<file path="config.mk">
export PLATFORM = sky130hd
export DESIGN_NAME = ifu_fetch_queue
export DESIGN_NICKNAME = d
export VERILOG_FILES = /design/src/rtl/ifu_fetch_queue.sv
export SDC_FILE = /design/constraint.sdc
export NUM_CORES = 1
export LEC_CHECK = 0
export ABC_AREA = 1
export BUFFER_PORTS_ARGS = -buffer_cell sky130_fd_sc_hd__buf_2
export CAP_MARGIN = 20
export CORE_MARGIN = 5
export CORE_UTILIZATION = 54
export CTS_CLUSTER_SIZE = 25
export DETAILED_ROUTE_END_ITERATION = 16
export PLACE_DENSITY = 0.88
export SETUP_SLACK_MARGIN = 0.3
export SLEW_MARGIN = 10
export SYNTH_ARGS = -nofsm -noshare
export SYNTH_HDL_FRONTEND = slang
export SYNTH_SLANG_ARGS = --single-unit
</file>
<file path="constraint.sdc">
create_clock -name clk -period 16.45 [get_ports clk]
set_input_delay 0 -clock clk [delete_from_list [all_inputs] [get_ports clk]]
set_output_delay 0 -clock clk [all_outputs]
set_load 0.05 [all_outputs]
</file>
<file path="src/rtl/ifu_fetch_queue.sv">
`default_nettype none
// ============================================================================
// Module   : ifu_fetch_queue
// Brief    : PC generation, single-outstanding I-Cache fetch and bundle queue.
// Revision : 1.0
// ============================================================================
module ifu_fetch_queue #(
  parameter int                    ADDR_WIDTH  = 32,
  parameter int                    INST_WIDTH  = 32,
  parameter int                    FETCH_WIDTH = 2,
  parameter int                    QUEUE_DEPTH = 4,
  parameter logic [ADDR_WIDTH-1:0] BOOT_ADDR   = '0
) (
  input  logic                              clk,
  input  logic                              rst,
  input  logic                              bpu_taken_i,
  input  logic [ADDR_WIDTH-1:0]             bpu_addr_i,
  input  logic                              bru_miss_i,
  input  logic [ADDR_WIDTH-1:0]             bru_addr_i,
  input  logic                              exception_flush_i,
  input  logic [ADDR_WIDTH-1:0]             exception_addr_i,
  input  logic                              stall_i,
  output logic                              icache_req_valid_o,
  input  logic                              icache_req_ready_i,
  output logic [ADDR_WIDTH-1:0]             icache_addr_o,
  input  logic                              icache_resp_valid_i,
  input  logic [FETCH_WIDTH*INST_WIDTH-1:0] icache_resp_data_i,
  output logic                              deq_valid_o,
  input  logic                              deq_ready_i,
  output logic [FETCH_WIDTH*INST_WIDTH-1:0] deq_inst_o,
  output logic [FETCH_WIDTH-1:0]            deq_mask_o,
  output logic [ADDR_WIDTH-1:0]             deq_pc_o,
  output logic                              deq_misaligned_o,
  output logic                              ifu_flush_o,
  output logic [$clog2(QUEUE_DEPTH):0]      queue_count_o
);

  localparam int c_BW_BYTES = FETCH_WIDTH * 4;
  localparam int c_OFF_BITS = $clog2(c_BW_BYTES);
  localparam int c_PTR_W    = $clog2(QUEUE_DEPTH);
  localparam int c_CNT_W    = c_PTR_W + 1;
  localparam int c_DATA_W   = FETCH_WIDTH * INST_WIDTH;
  localparam logic [c_CNT_W-1:0]    c_DEPTH  = c_CNT_W'(QUEUE_DEPTH);
  localparam logic [ADDR_WIDTH-1:0] c_BW_INC = ADDR_WIDTH'(c_BW_BYTES);

  localparam logic [1:0] S_REQ  = 2'd0;
  localparam logic [1:0] S_WAIT = 2'd1;
  localparam logic [1:0] S_DROP = 2'd2;
  localparam logic [1:0] S_EXC  = 2'd3;

  logic [1:0]            r_state;
  logic [ADDR_WIDTH-1:0] r_pc;
  logic [c_PTR_W-1:0]    r_head;
  logic [c_PTR_W-1:0]    r_tail;
  logic [c_CNT_W-1:0]    r_count;
  logic                  r_marker_done;
  logic                  r_orphan;

  logic [c_DATA_W-1:0]    r_q_inst [QUEUE_DEPTH];
  logic [FETCH_WIDTH-1:0] r_q_mask [QUEUE_DEPTH];
  logic [ADDR_WIDTH-1:0]  r_q_pc   [QUEUE_DEPTH];
  logic                   r_q_mis  [QUEUE_DEPTH];

  logic                   w_flush;
  logic [ADDR_WIDTH-1:0]  w_flush_tgt;
  logic                   w_req_valid;
  logic                   w_req_fire;
  logic                   w_resp_take;
  logic                   w_marker;
  logic                   w_enq;
  logic                   w_deq;
  logic                   w_outstanding;
  logic [ADDR_WIDTH-1:0]  w_aligned;
  logic [ADDR_WIDTH-1:0]  w_next_pc;
  logic [FETCH_WIDTH-1:0] w_mask;

  assign w_aligned = {r_pc[ADDR_WIDTH-1:c_OFF_BITS], {c_OFF_BITS{1'b0}}};
  assign w_next_pc = bpu_taken_i ? bpu_addr_i : (w_aligned + c_BW_INC);

  // Slots below the PC's offset within the line are not part of this bundle
  generate
    if (FETCH_WIDTH > 1) begin : g_multi
      localparam int c_SLOT_W = c_OFF_BITS - 2;
      logic [c_SLOT_W-1:0] w_slot;
      assign w_slot = r_pc[c_OFF_BITS-1:2];
      for (genvar gi = 0; gi < FETCH_WIDTH; gi++) begin : g_slot
        assign w_mask[gi] = (w_slot <= c_SLOT_W'(gi));
      end
    end else begin : g_single
      assign w_mask = 1'b1;
    end
  endgenerate

  always_comb begin
    w_flush     = exception_flush_i || bru_miss_i;
    w_flush_tgt = exception_flush_i ? exception_addr_i : bru_addr_i;
    w_req_valid = (r_state == S_REQ) && !stall_i && (r_count < c_DEPTH);
    w_req_fire  = w_req_valid && icache_req_ready_i;
    w_resp_take = (r_state == S_WAIT) && icache_resp_valid_i && !w_flush;
    w_marker    = (r_state == S_EXC) && !r_marker_done && (r_count < c_DEPTH) && !w_flush;
    w_enq       = w_resp_take || w_marker;
    w_deq       = (r_count != '0) && deq_ready_i && !w_flush;
    // A request still in flight after a flush must have its response discarded
    case (r_state)
      S_REQ:   w_outstanding = w_req_fire;
      S_EXC:   w_outstanding = r_orphan && !icache_resp_valid_i;
      default: w_outstanding = !icache_resp_valid_i;
    endcase
  end

  always_ff @(posedge clk or negedge rst) begin
    if (!rst) begin
      r_state       <= S_REQ;
      r_pc          <= BOOT_ADDR;
      r_head        <= '0;
      r_tail        <= '0;
      r_count       <= '0;
      r_marker_done <= 1'b0;
      r_orphan      <= 1'b0;
    end else if (w_flush) begin
      r_pc          <= w_flush_tgt;
      r_head        <= '0;
      r_tail        <= '0;
      r_count       <= '0;
      r_marker_done <= 1'b0;
      if (w_flush_tgt[1:0] != 2'b00) begin
        r_state  <= S_EXC;
        r_orphan <= w_outstanding;
      end else begin
        r_state  <= w_outstanding ? S_DROP : S_REQ;
        r_orphan <= 1'b0;
      end
    end else begin
      if (w_enq) r_tail <= r_tail + c_PTR_W'(1);
      if (w_deq) r_head <= r_head + c_PTR_W'(1);
      if (w_enq && !w_deq)      r_count <= r_count + c_CNT_W'(1);
      else if (!w_enq && w_deq) r_count <= r_count - c_CNT_W'(1);
      case (r_state)
        S_REQ: if (w_req_fire) r_state <= S_WAIT;
        S_WAIT: begin
          if (icache_resp_valid_i) begin
            r_pc          <= w_next_pc;
            r_marker_done <= 1'b0;
            r_state       <= (bpu_taken_i && (bpu_addr_i[1:0] != 2'b00)) ? S_EXC : S_REQ;
          end
        end
        S_DROP: if (icache_resp_valid_i) r_state <= S_REQ;
        S_EXC: begin
          if (w_marker) r_marker_done <= 1'b1;
          if (icache_resp_valid_i) r_orphan <= 1'b0;
        end
        default: r_state <= S_REQ;
      endcase
    end
  end

  // Queue storage needs no reset: outputs are gated by occupancy
  always_ff @(posedge clk) begin
    if (w_enq) begin
      r_q_inst[r_tail] <= w_resp_take ? icache_resp_data_i : '0;
      r_q_mask[r_tail] <= w_resp_take ? w_mask : '0;
      r_q_pc[r_tail]   <= r_pc;
      r_q_mis[r_tail]  <= !w_resp_take;
    end
  end

  assign icache_req_valid_o = w_req_valid;
  assign icache_addr_o      = w_aligned;
  assign ifu_flush_o        = w_flush;
  assign queue_count_o      = r_count;
  assign deq_valid_o        = (r_count != '0);
  assign deq_inst_o         = deq_valid_o ? r_q_inst[r_head] : '0;
  assign deq_mask_o         = deq_valid_o ? r_q_mask[r_head] : '0;
  assign deq_pc_o           = deq_valid_o ? r_q_pc[r_head] : '0;
  assign deq_misaligned_o   = deq_valid_o ? r_q_mis[r_head] : 1'b0;

endmodule
`default_nettype wire

</file>
==> metrics.md <==
| Metric | Value |
|---|---|
| Post-synth EDFFs | `396` |
| Final hold violation count | `0` |
| Kind of critical path | `flop to flop` |
| Slowest-stage cell, CP | `buf_4` |
| FFs w/ async S/R, synth | `9.79%` |
| Post CTS Setup Buffer Count | `0` |
| Num ports | `306` |
| VDD IR max | `0.0800 mV` |
| H-Tree Depth | `2` |
| Initial Utilization | `54.2%` |
| HPWL after detailed placement | `31900 um` |
| Vias | `15809` |
| GR Overflow Total | `0` |
| Max-slew headroom | `28.6%` |
| Most frequent CP cell | `inv_1` |
| N_diodes | `0` |
| Area fraction of the dominant cell type after synthesis | `60.3%` |
| Pwr per Cell Area | `145 mW/mm2` |
| Clk root buf | `clkbuf_16` |
| Main combinational cell family by area after synthesis | `simple AND/OR/NAND/NOR gates` |
| Worst Path Max Fanout | `73` |
| Simple-gate share of the synthesized area | `16.8%` |
| Crit path cell chain | `inv_1 -> ha_1 -> nand2_1 -> inv_1 -> nand2_4 -> o21ai_2 -> inv_2 -> nor2_4 -> buf_4` |
| Clk sinks | `439` |
| Met3 wire length | `5330 um` |
| Max-slew violations | `0` |
| Metal2 WL | `27100 um` |
| Max clock buf depth | `3` |
| DR iter-0 viols | `1451` |
| Die height | `201 um` |
| Synth warn | `0` |
| Largest net degree at the start of global routing | `109` |
| Drt pass-1 iters | `6` |
| I/O Buffers | `302` |
| Std-Cell Rows | `70` |
| Post-route setup slack | `12140 ps` |
| Compound-gate portion of the synthesized area | `10.4%` |
| WL met1 | `20100 um` |
| Area leader, netlist | `edfxtp_1` |
| Die W | `201 um` |
| Top post-synthesis cells by area | `edfxtp_1, nor2_1, o21ai_0, dfrtp_1, a21oi_1` |
| Multiplexer share of the synthesized area | `0.0508%` |
| Final layout net count | `2500` |
| Final core utilization | `66.5%` |
| Placed cell area | `0.0213 mm2` |
| Syn avg cell area | `10.1 um2` |
| DRC Markers | `0` |
| Post-CTS resize count | `0` |
| Slew of the pin with the lowest slew margin | `1070 ps` |
| Commonest non-fill, non-tap cell in the layout | `nor2_1` |
| P&R area growth vs syn | `22.6%` |
| Lkg Pwr | `9.80 nW` |
| Setup Viol. Count Final | `0` |
| CP startpoint kind | `flop` |
| Main flop type after synthesis | `edfxtp_1` |
| Clock latency at the later pin of the worst-skew pair | `550 ps` |
| Hold Crit Class | `primary input to flop` |
| Core Region | `0.0363 mm2` |
| CTS tree | `built` |
| Vias in the first global route | `15867` |
| Fin Setup TNS | `0 ps` |
| Vias/cell | `5.60` |
| Max layer used | `met4` |
| CTS Buf Count | `44` |
| Routed wire per std cell | `19.1 um` |
| Synth cell types | `42` |
| Final wirelength | `54100 um` |
| Synth Register Bits | `439` |
| F_max | `232 MHz` |
| Sequential area share after synthesis | `65.8%` |
| Initial antenna violation count | `0` |
| Tcrit/Tclk final | `26.2%` |
| Die footprint | `0.0404 mm2` |
| Synthesized cell area | `0.0197 mm2` |
| Commonest non-fill, non-tap cells in the layout | `nor2_1, edfxtp_1, buf_2` |
| Place WS | `12020 ps` |
| CP endpoint kind | `flop` |
| CP peak stage delay | `950 ps` |
| Worst-path clk slew | `60 ps` |
| Layout cells sized above 1 | `17.5%` |
| Antenna-violating nets left | `0` |
| GRT Resource Usage Total | `25.8%` |
| RSZ-0062 raised after global routing | `no` |
| Area share of fa/ha/maj cells after synthesis | `0.673%` |
| Max cap viols | `0` |
| Crit path arrival time | `4470 ps` |
| GP Congestion | `0.916` |
| Fin Hold WS | `30.4 ps` |
| Worst Path Required | `16620 ps` |
| Run status | `complete, no violations` |
| First-pass GRT wire length | `84000 um` |
| Synth Area in XOR/XNOR | `0.311%` |
| Fin Clk Skew | `11.3 ps` |
| Min Tclk post-route | `4310 ps` |
| Syn Inst Count | `1957` |
| Post-route design area | `0.0242 mm2` |
## synthesized netlist by cell type (2+ instances only)
master,n
o211ai_1,5
o22ai_1,4
nor2_1,622
xor2_1,2
o221ai_1,2
clkbuf_1,48
inv_1,116
a22oi_1,6
nand2_2,5
dfrtp_1,43
nor2_4,2
inv_2,7
o2bb2ai_1,2
o21bai_1,2
o21ai_1,3
nand2_1,147
edfxtp_1,396
nand4_1,3
buf_4,35
ha_1,9
buf_1,23
o21ai_0,216
xnor2_1,5
buf_2,34
nor2_2,7
a31oi_1,4
or2_2,4
nand3_1,47
a21oi_1,145
## worst max-delay path, delay by kind of cell (launching register included)
family | cells | cell delay (ps)
and+or+nand+nor | 3 | 1510
adders and majority gates | 1 | 200
DFF | 1 | 410
buffers and inverters | 4 | 1370
AOI/OAI and AO/OA | 1 | 330
## final cells by class
cell class / instances / area [um2]
Sequential cell: 439 / 13000
Multi-Input combinational cell: 1257 / 5620
Timing Repair Buffer: 456 / 3090
Inverter: 123 / 467
Clock inverter: 23 / 241
Fill cell: 2554 / 12200
Clock buffer: 59 / 1180
Tap cell: 468 / 586
## path summary, 6_finish.rpt
| kind | cells past startpoint | end | slack [ps] | from |
|---|---|---|---|---|
| max | 9 | r_q_pc[3][22] | 12140 | r_state[1] |
| min | 5 | r_pc[16] | 30 | exception_addr_i[16] |
| max reg2reg | 9 | r_q_pc[3][22] | 12140 | r_state[1] |
| min reg2reg | 1 | r_tail[0] | 530 | r_tail[0] |
| max in group asynchronous | 4 | r_head[1] | 15590 | rst |
| min in group asynchronous | 3 | r_pc[24] | 360 | rst |
## stage by stage
stage	total power, W	instances
floorplan	0.00220	1959
global placement	0.00247	2598
CTS	0.00350	2821
global route	0.00363	2825
finish	0.00350	2825
detailed placement	0.00249	2599
## per-layer routing
metal | GRT usage, % | vias up
met5 | 0 | -
met4 | 8.06 | 0
met3 | 5.64 | 114
met2 | 44.5 | 915
met1 | 33.0 | 7492
li1 | - | 7288
## power by group
| part | switching, W | internal, W |
|---|---|---|
| sequential | 0.0000677 | 0.00131 |
| combinational | 0.000887 | 0.000252 |
| clock | 0.000410 | 0.000570 |
## flip-flops by register name, summed over array words and instances, names as in the netlist
register / flops
r_tail: 2
r_q_mask: 8
r_pc: 32
r_q_inst: 256
r_head: 2
queue_count_o: 3
r_state: 2
r_q_pc: 128
r_q_mis: 4
r_marker_done: 1
r_orphan: 1
## cell families (layout without fill, tap and decap cells)
| kind of cell | count (synthesis) | after routing |
|---|---|---|
| DFF | 439 | 439 |
| buffers and inverters | 263 | 661 |
| adders and majority gates | 10 | 10 |
| AOI/OAI and AO/OA | 394 | 394 |
| and+or+nand+nor | 842 | 842 |
| muxes | 1 | 1 |
| xor gates and xnor gates | 7 | 7 |
| other | 1 | 3 |
## what timing repair did
item                       CTS  global route
hold endpoints to repair   335             7
hold buffers               140             1
setup endpoints to repair    0             0
(Power assumes the default switching activity.)
